==> config.mk <==
export PLATFORM = sky130hd
export DESIGN_NAME = button_reader
export DESIGN_NICKNAME = d
export VERILOG_FILES = /design/src/rtl/button_reader.sv
export SDC_FILE = /design/constraint.sdc
export NUM_CORES = 1
export LEC_CHECK = 0
export CAP_MARGIN = 25
export CORE_UTILIZATION = 56
export DETAILED_ROUTE_END_ITERATION = 10
export GPL_TIMING_DRIVEN = 0
export PLACE_DENSITY = 0.82
export REMOVE_ABC_BUFFERS = 1
export SLEW_MARGIN = 20
export SYNTH_ARGS = -nofsm -noshare
export SYNTH_HDL_FRONTEND = slang
export SYNTH_SLANG_ARGS = --single-unit
==> constraint.sdc <==
create_clock -name clk -period 4.6 [get_ports clk]
set_clock_uncertainty 0.1 [all_clocks]
set_input_delay 0.46 -clock clk [delete_from_list [all_inputs] [get_ports clk]]
set_output_delay 0.46 -clock clk [all_outputs]
set_load 0.02 [all_outputs]
==> src/rtl/button_reader.sv <==
// Debounced user-button front end: two-flop synchronizer, four-state
// debounce FSM, press/release/long-press pulses and a 5-bit LED counter.
module button_reader #(
  parameter int DEBOUNCE_CYCLES = 12000,
  parameter int LONG_CYCLES     = 6000000,
  parameter bit ACTIVE_LOW      = 1'b1
) (
  input  logic clk,
  input  logic rst,
  input  logic BTN,
  output logic pressed,
  output logic press,
  output logic release_pulse,
  output logic long_press,
  output logic LED0,
  output logic LED1,
  output logic LED2,
  output logic LED3,
  output logic LED4
);

  localparam int DW = $clog2(DEBOUNCE_CYCLES);
  localparam int HW = $clog2(LONG_CYCLES);
  localparam logic REL_LVL = ACTIVE_LOW;
  localparam logic [DW-1:0] DB_LAST = DW'(DEBOUNCE_CYCLES - 1);
  localparam logic [DW-1:0] DB_ONE  = DW'(1);
  localparam logic [HW-1:0] HC_LAST = HW'(LONG_CYCLES - 1);
  localparam logic [HW-1:0] HC_ONE  = HW'(1);

  typedef enum logic [1:0] {
    IDLE,
    PRESS_WAIT,
    PRESSED,
    RELEASE_WAIT
  } state_t;

  state_t state, state_n;

  logic          sync1, sync2;
  logic          p;
  logic [DW-1:0] dbc, dbc_n;
  logic [HW-1:0] hc, hc_n;
  logic          long_done, long_done_n;
  logic [4:0]    count, count_n;
  logic          press_n, release_n, long_n, pressed_n;

  // p is the pressed level regardless of pin polarity
  assign p = sync2 ^ REL_LVL;

  always_comb begin
    state_n     = state;
    dbc_n       = dbc;
    hc_n        = hc;
    long_done_n = long_done;
    press_n     = 1'b0;
    release_n   = 1'b0;
    long_n      = 1'b0;
    unique case (state)
      IDLE: begin
        if (p) begin
          state_n = PRESS_WAIT;
          dbc_n   = DB_ONE;
        end
      end
      PRESS_WAIT: begin
        if (!p) begin
          state_n = IDLE;
        end else if (dbc == DB_LAST) begin
          state_n     = PRESSED;
          press_n     = 1'b1;
          hc_n        = '0;
          long_done_n = 1'b0;
        end else begin
          dbc_n = dbc + DB_ONE;
        end
      end
      PRESSED: begin
        if (!p) begin
          state_n = RELEASE_WAIT;
          dbc_n   = DB_ONE;
        end else if (hc == HC_LAST && !long_done) begin
          long_n      = 1'b1;
          long_done_n = 1'b1;
        end else if (!long_done) begin
          hc_n = hc + HC_ONE;
        end
      end
      RELEASE_WAIT: begin
        if (p) begin
          state_n = PRESSED;
        end else if (dbc == DB_LAST) begin
          state_n   = IDLE;
          release_n = 1'b1;
        end else begin
          dbc_n = dbc + DB_ONE;
        end
      end
      default: state_n = IDLE;
    endcase
  end

  always_comb begin
    count_n = count;
    if (press_n) begin
      count_n = count + 5'd1;
    end else if (long_n) begin
      count_n = '0;
    end
  end

  assign pressed_n = (state_n == PRESSED) || (state_n == RELEASE_WAIT);

  always_ff @(posedge clk or posedge rst) begin
    if (rst) begin
      sync1         <= REL_LVL;
      sync2         <= REL_LVL;
      state         <= IDLE;
      dbc           <= '0;
      hc            <= '0;
      long_done     <= 1'b0;
      count         <= '0;
      pressed       <= 1'b0;
      press         <= 1'b0;
      release_pulse <= 1'b0;
      long_press    <= 1'b0;
    end else begin
      sync1         <= BTN;
      sync2         <= sync1;
      state         <= state_n;
      dbc           <= dbc_n;
      hc            <= hc_n;
      long_done     <= long_done_n;
      count         <= count_n;
      pressed       <= pressed_n;
      press         <= press_n;
      release_pulse <= release_n;
      long_press    <= long_n;
    end
  end

  assign LED0 = count[0];
  assign LED1 = count[1];
  assign LED2 = count[2];
  assign LED3 = count[3];
  assign LED4 = count[4];

endmodule

Word level (Yosys, flattened, before mapping):

Cells that the tools add are included.

* logic and storage cells: 73
* bits in registers: 51
* output and inout bits: 9

* reductions and logical operators: 9
* eq/ne operators: 16
* mux-type cells: 34
* $add $sub $neg: 3

Operators with widths (number)
* $mux W23: 5
* $mux W14: 5
* $pmux W14 S4: 1
* $pmux W23 S2: 1
* $add A23 B1 Y23 const B: 1
* $eq A23 B23 Y1 const B: 1
* $ne A2 B2 Y1 const B: 9
* $add A14 B1 Y14 const B: 1
* $eq A14 B14 Y1 const B: 1
* $mux W1: 12
* $mux W2: 6
* $mux W5: 2
* $eq A2 B2 Y1 const B: 4
* $pmux W2 S4: 1
* $reduce_and A6 Y1: 1
* $add A5 B1 Y5 const B: 1
* $reduce_and A5 Y1: 1
* $reduce_and A4 Y1: 1
* $reduce_bool A2 Y1: 2
* $eq A2 B1 Y1 const B: 1
* $logic_not A2 Y1: 1
* $pmux W1 S2: 1
* $logic_and A1 B1 Y1: 1
* $logic_not A1 Y1: 1
* $logic_or A1 B1 Y1: 1

Logic depth before layout (Yosys ltp):

Gate-level depths: netlist of the first run.

* word-level depth: 7
* depth in mapped cells: 8
* gate-level depth less buffers: 7

Worst setup path after synthesis of the first run:

OpenSTA, ideal clock, no wires.

* kind: register -> register
* start point: register dbc[0]
* end point: register hc[12]
* required time: 4374 ps
* buffers on the path: 1
* path slack: 2315 ps
* arrival: 2059 ps
* library setup time: 126 ps
* cell stages (with the launch flop): 9
* cell sequence: dfrtp_1 > ha_1 > nand4_1 > nor4_2 > nand2_1 > inv_1 > nor2_1 > buf_2 > a221o_1

* longest elaborated chain between the ends: 3

Ends and longest elaborated chain
* from (decl): RTL line 41 `logic [DW-1:0] dbc, dbc_n;`
* from (signal assigned): RTL line 130 `dbc <= dbc_n;`
* $eq A14 B14 Y1: RTL line 68 `end else if (dbc == DB_LAST) begin`
* $ne A2 B2 Y1 (no source line)
* $reduce_and A6 Y1 (no source line)
* to (signal assigned): RTL line 131 `hc <= hc_n;`
* to (decl): RTL line 42 `logic [HW-1:0] hc, hc_n;`

Every way passes these cells.
A chain may end at the register's enable or synchronous reset.

Worst setup path after layout of the first run:

* start point: register dbc[0]
* end point: register hc[19]

The elaborated chain is that of the path after synthesis.

==> impl_metrics.json, run 1 <==
{
  "grt_pass1_wl_microns": 9160,
  "cts_max_level": 2,
  "setup_violations": 0,
  "status": "finished clean",
  "ir_drop_uv": 120,
  "ys_warn_count": 0,
  "grt_max_degree": 32,
  "post_drt_wl_per_cell_microns": 15.4,
  "wl_microns": 5180,
  "multi_input_area_sq_um": 1280,
  "netlist_area_sq_um": 2660,
  "antenna_found_initial": 0,
  "clockBufferDepth": 2,
  "timing.final.max_slew_violations": 0,
  "clkLatencyLatePin_ps": 300,
  "slew_headroom_pct": 45.6,
  "ant_nets": 0,
  "p_per_area_nw_per_um2": 281,
  "start_util_pct": 59.7,
  "cts_setup_buffers": 0,
  "critPathCaptureType": "flip-flop",
  "cp_slowest_cell": "nor4_2",
  "startpoint_type": "flip-flop",
  "path_class": "reg -> reg",
  "fillCellCount": 342,
  "finalSetupTns_ps": 0,
  "drt_iter0_drc": 210,
  "p_leak_nw": 1.27,
  "post-route-min-period_ps": 3090,
  "cts.hold.buffers_added": 0,
  "row_count": 24,
  "maxCapViolations": 0,
  "worstPathArrival_ps": 3180,
  "synth.avg_cell_area_sq_um": 9.55,
  "drive_gt1_share_pct": 7.72,
  "rsz0062_at_grt": "false",
  "dieArea_sq_um": 5020,
  "worst-r2r-setup-slack_ps": 1510,
  "gr-total-overflow": 0,
  "critical-path-top-delay-family": "simple AND/OR/NAND/NOR gates",
  "ys_seq_elements": 51,
  "required_ps": 4690,
  "ios": 12,
  "worst_pin_slew_ps": 816,
  "syn_inst": 278,
  "synth_ff_type": "dfrtp_1",
  "dpl.hpwl_microns": 3600,
  "hold_ws_ps": 260,
  "crit_buf_inv": 1,
  "async_flop_share_pct": 100,
  "place_congestion": 0.864,
  "layout_worst_path_cycle_share_pct": 67.3,
  "vias_per_cell": 6.19,
  "root_buffer": "clkbuf_8",
  "fin_nets": 290,
  "fmax_mhz": 323,
  "final_cell_mix": "dfrtp_1, nand2_1, nor2_1, nand3_1",
  "path_clk_slew_ps": 90,
  "hold_path.class": "reg -> reg",
  "core_sq_um": 4440,
  "register_area_sq_um": 1280,
  "cts_buffers": 5,
  "drc": 0,
  "slowest_delay_ps": 550,
  "crit_fanout": 14,
  "synth_cell_types": 56,
  "grt_use_total_pct": 23.3,
  "power_uw": 815,
  "final_common_cell": "dfrtp_1",
  "via_count": 2087,
  "synth-edff-count": 0,
  "die_w_microns": 70.9,
  "crit_chain": "ha_1, nand4_1, nor4_2, nand2_1, inv_1, nor2_1, a221o_1",
  "areaGrowthSynthToFinish_pct": 9.43,
  "seq_area_frac_synth_pct": 48.2,
  "die_h_microns": 70.9,
  "cts_resized": 0,
  "cts.sinks": 51,
  "io_buffers": 11,
  "cts_tree": "built",
  "antenna_cells": 0,
  "hold_violations": 0,
  "first_pass_iters": 6,
  "grt_pass1_vias": 2029
}
where the power goes:
group | total, mW | switching [mW] | internal [mW]
Combinational | 0.0304 | 0.0194 | 0.0110
Clock | 0.319 | 0.143 | 0.176
Sequential | 0.466 | 0.00963 | 0.456
sequential cells by signal, summed over array words and instances (netlist names):
name	count
hc	23
dbc	14
count	5
state	2
long_done	1
long_press	1
press	1
pressed	1
release_pulse	1
sync1	1
sync2	1
per-stage QoR:
stage          utilization [%]  cell area [sq um]  worst slack [ps]  cells
3_3_place_gp              62.3               2770              1590    328
2_1_floorplan                -               2590              2180    265
3_5_place_dp              62.7               2790              1570    329
5_1_grt                   65.4               2910              1220    337
4_1_cts                   65.4               2910              1560    337
6_report                  65.4               2910              1510    337
layer usage:
metal | share of wire, % | GRT usage (%)
met5 | 0 | 0
met2 | 50 | 37.7
met4 | 1.3 | 11.1
met1 | 45 | 30.1
met3 | 4.1 | 4.70
worst register-to-register path: cells and delay by family, from the launching register on:
| kind | cells | cell delay [ps] |
|---|---|---|
| buf+inv | 1 | 310 |
| simple gates | 4 | 1490 |
| flops | 1 | 400 |
| compound gates | 1 | 430 |
| fa+ha+maj | 1 | 250 |
synthesized netlist by cell type (2+ instances only):
cell type | number | area [sq um]
or4_1 | 3 | 22.5
nand2b_1 | 3 | 18.8
o31ai_1 | 2 | 15.0
a31oi_1 | 9 | 56.3
and2_1 | 2 | 12.5
buf_2 | 4 | 20.0
clkbuf_1 | 6 | 22.5
and3_1 | 8 | 50.1
or3_1 | 3 | 18.8
xnor2_1 | 6 | 52.6
a41oi_1 | 2 | 17.5
ha_1 | 3 | 37.5
buf_4 | 2 | 15.0
xor2_1 | 8 | 70.1
nand3_1 | 20 | 100
nor2_1 | 22 | 82.6
a221o_1 | 4 | 40.0
dfstp_2 | 2 | 52.6
dfrtp_1 | 49 | 1230
nand3b_1 | 2 | 15.0
nand4_1 | 12 | 75.1
o22ai_1 | 2 | 12.5
nand2_1 | 25 | 93.8
nor4_2 | 2 | 25.0
nor3_1 | 11 | 55.1
or2_2 | 2 | 12.5
a21oi_1 | 10 | 50.1
inv_1 | 8 | 30.0
o21ai_0 | 12 | 60.1
a211o_1 | 3 | 26.3
mux2i_1 | 2 | 20.0
a21o_1 | 5 | 37.5
cell families (layout without fill, tap and decap cells):
family / after synthesis / after routing / share of synthesized area, %
simple gates: 127 / 127 / 26.1
compound gates: 60 / 60 / 15.5
fa+ha+maj: 3 / 3 / 1.41
flops: 51 / 51 / 48.2
xor+xnor: 14 / 14 / 4.62
mux: 2 / 2 / 0.754
buf+inv: 21 / 28 / 3.49
cell type report:
| cell class | instances | share of cell area (%) |
|---|---|---|
| clock buffer | 6 | 2.84 |
| timing repair buffer | 12 | 4.48 |
| tap | 52 | 2.24 |
| clock inverter | 2 | 1.21 |
| multi-input combinational | 206 | 44.2 |
| inverter | 8 | 1.03 |
| sequential | 51 | 44.0 |
worst paths after layout:
kind | start | to | depth (start not counted)
hold reg to reg | sync1 | sync2 | 0
max in group asynchronous | rst | sync2 | 3
hold / removal | sync1 | sync2 | 0
min in group asynchronous | rst | hc[5] | 2
setup / recovery | dbc[0] | hc[19] | 7
setup reg to reg | dbc[0] | hc[19] | 7
Note: power is estimated with default switching activity, not from simulation.
==> inputs of run 2 (changes only) <==
CORE_UTILIZATION = 54   (was 56)
clock period = 2.5 ns   (was 4.6 ns; I/O delays follow)
==> run 2 against run 1 <==
Compared with the run above:
- combinational power rose by 83%
- critical path depth fell by 1
- worst hold slack got worse by 64 ps
- sequential share of layout area fell by 1.6 points
- cell count rose by 5.3%
- design area rose by 3.9%
- clock-buffer cell count fell by 1
- highest routed layer unchanged
==> impl_metrics.json, run 2 (same netlist as run 1, synthesis figures left out) <==
{
  "grt_pass1_vias": 1935,
  "timing.final.max_slew_violations": 0,
  "register_area_sq_um": 1280,
  "drt_iter0_drc": 192,
  "setup_violations": 0,
  "place_ws_ps": -576,
  "wl_microns": 5560,
  "critPathCaptureType": "flip-flop",
  "final_cell_mix": "dfrtp_1, nand2_1, nor2_1, nand3_1",
  "setup_ws_ps": 66.5,
  "ir_drop_uv": 225,
  "dpl.hpwl_microns": 3670,
  "antenna_cells": 0,
  "startpoint_type": "flip-flop",
  "maxCapViolations": 0,
  "first_pass_iters": 4,
  "fillCellCount": 355,
  "cp.depth": 6,
  "fmax_mhz": 411,
  "vias_per_cell": 6.12,
  "ant_nets": 0,
  "worst-r2r-setup-slack_ps": 70,
  "grt_pass1_wl_microns": 8920,
  "cts_max_level": 2,
  "top_regs": "hc x23, dbc x14, count x5",
  "path_class": "reg -> reg",
  "start_util_pct": 56.2,
  "slew_headroom_pct": 45.4,
  "die_h_microns": 72.1,
  "final_core_util_pct": 63.9,
  "dieArea_sq_um": 5200,
  "grt_max_degree": 28,
  "ios": 12,
  "multi_input_area_sq_um": 1360,
  "cts_tree": "built",
  "required_ps": 2620,
  "hold_violations": 0,
  "core_sq_um": 4720,
  "clockBufferDepth": 2,
  "antenna_found_initial": 0,
  "row_count": 25,
  "via_count": 2172,
  "io_buffers": 11,
  "r2r_start": "hc[7]",
  "hold_ws_ps": 196,
  "cts.sinks": 51,
  "r2r_cells": 6,
  "p_per_area_nw_per_um2": 494,
  "fin_nets": 293,
  "hold_path.class": "in -> async",
  "crit_buf_inv": 1,
  "worst_pin_slew_ps": 816,
  "cp_slowest_cell": "or4bb_1",
  "place_congestion": 0.840,
  "drc": 0,
  "gr-total-overflow": 0,
  "crit_fanout": 18,
  "clkLatencyLatePin_ps": 310,
  "cts.hold.buffers_added": 0,
  "cts_buffers": 5,
  "r2r_end": "hc[18]",
  "worstPathArrival_ps": 2550,
  "path_clk_slew_ps": 100,
  "crit_chain": "or4bb_1, nor4_4, buf_4, a21o_4, nand2_1, o221ai_1",
  "grt_use_total_pct": 22.3,
  "areaGrowthSynthToFinish_pct": 13.7,
  "p_leak_nw": 1.35,
  "post_drt_wl_per_cell_microns": 15.7,
  "layout_worst_path_cycle_share_pct": 97.3,
  "root_buffer": "clkbuf_8",
  "die_w_microns": 72.1,
  "regMostFlops": "hc",
  "drive_gt1_share_pct": 11.8,
  "status": "finished clean",
  "post-route-min-period_ps": 2430,
  "final_common_cell": "dfrtp_1",
  "slowest_delay_ps": 540,
  "critical-path-top-delay-family": "simple AND/OR/NAND/NOR gates",
  "largest_reg_flops": 23
}
## run 2: changes by cell type in the layout (fill, tap and decap cells not counted), moves of 2 or more
cell    change
nor3_4      +2
nor4_2      -2
nor4_4      +2
nor3_1      -2
buf_4       +3
## run 2: metrics by stage
step	power, mW	TNS (ps)	area, sq um	cells
finish	1.49	0	3020	355
global route	1.54	-291	3020	355
global placement	0.923	-6970	2790	343
floorplan	0.907	0	2590	265
detailed placement	0.930	-8040	2810	344
CTS	1.50	0	2970	352
## run 2: area by class of cell
type,instances,share of cell area [%]
timing repair buffer,15,5.06
clock inverter,3,1.45
clock buffer,5,2.28
multi-input combinational,206,45.0
sequential,51,42.4
tap,67,2.78
inverter,8,0.995
## run 2: layer usage
| metal | track usage, % | part of all wire, % | up-vias | routed length, microns |
|---|---|---|---|---|
| li1 | - | - | 1045 | - |
| met1 | 30.8 | 44 | 1048 | 2440 |
| met2 | 34.2 | 49 | 71 | 2710 |
| met3 | 4.17 | 5.9 | 8 | 328 |
| met4 | 10.7 | 1.4 | 0 | 80 |
| met5 | 0 | 0 | - | 0 |
## run 2: power by group
part | leakage [nW] | switching [mW] | internal (mW)
combinational | 0.595 | 0.0354 | 0.0201
sequential | 0.696 | 0.0189 | 0.839
clock | 0.0581 | 0.280 | 0.298
## run 2: how the worst max path moves through the flow
stage,end,startpoint,slack (ps)
6_report,hc[18],hc[7],70
5_1_grt,hc[18],hc[7],-50
4_1_cts,hc[18],hc[12],9
3_5_place_dp,hc[15],state[1],-580
3_3_place_gp,hc[19],state[1],-480
2_1_floorplan,hc[12],dbc[0],80
## run 2: what timing repair did
| item | 4_1_cts | 5_1_grt |
|---|---|---|
| pin swaps | 1 | 3 |
| setup endpoints to repair | 24 | 20 |
| buffers inserted | 0 | 3 |
| resized for setup | 12 | 5 |
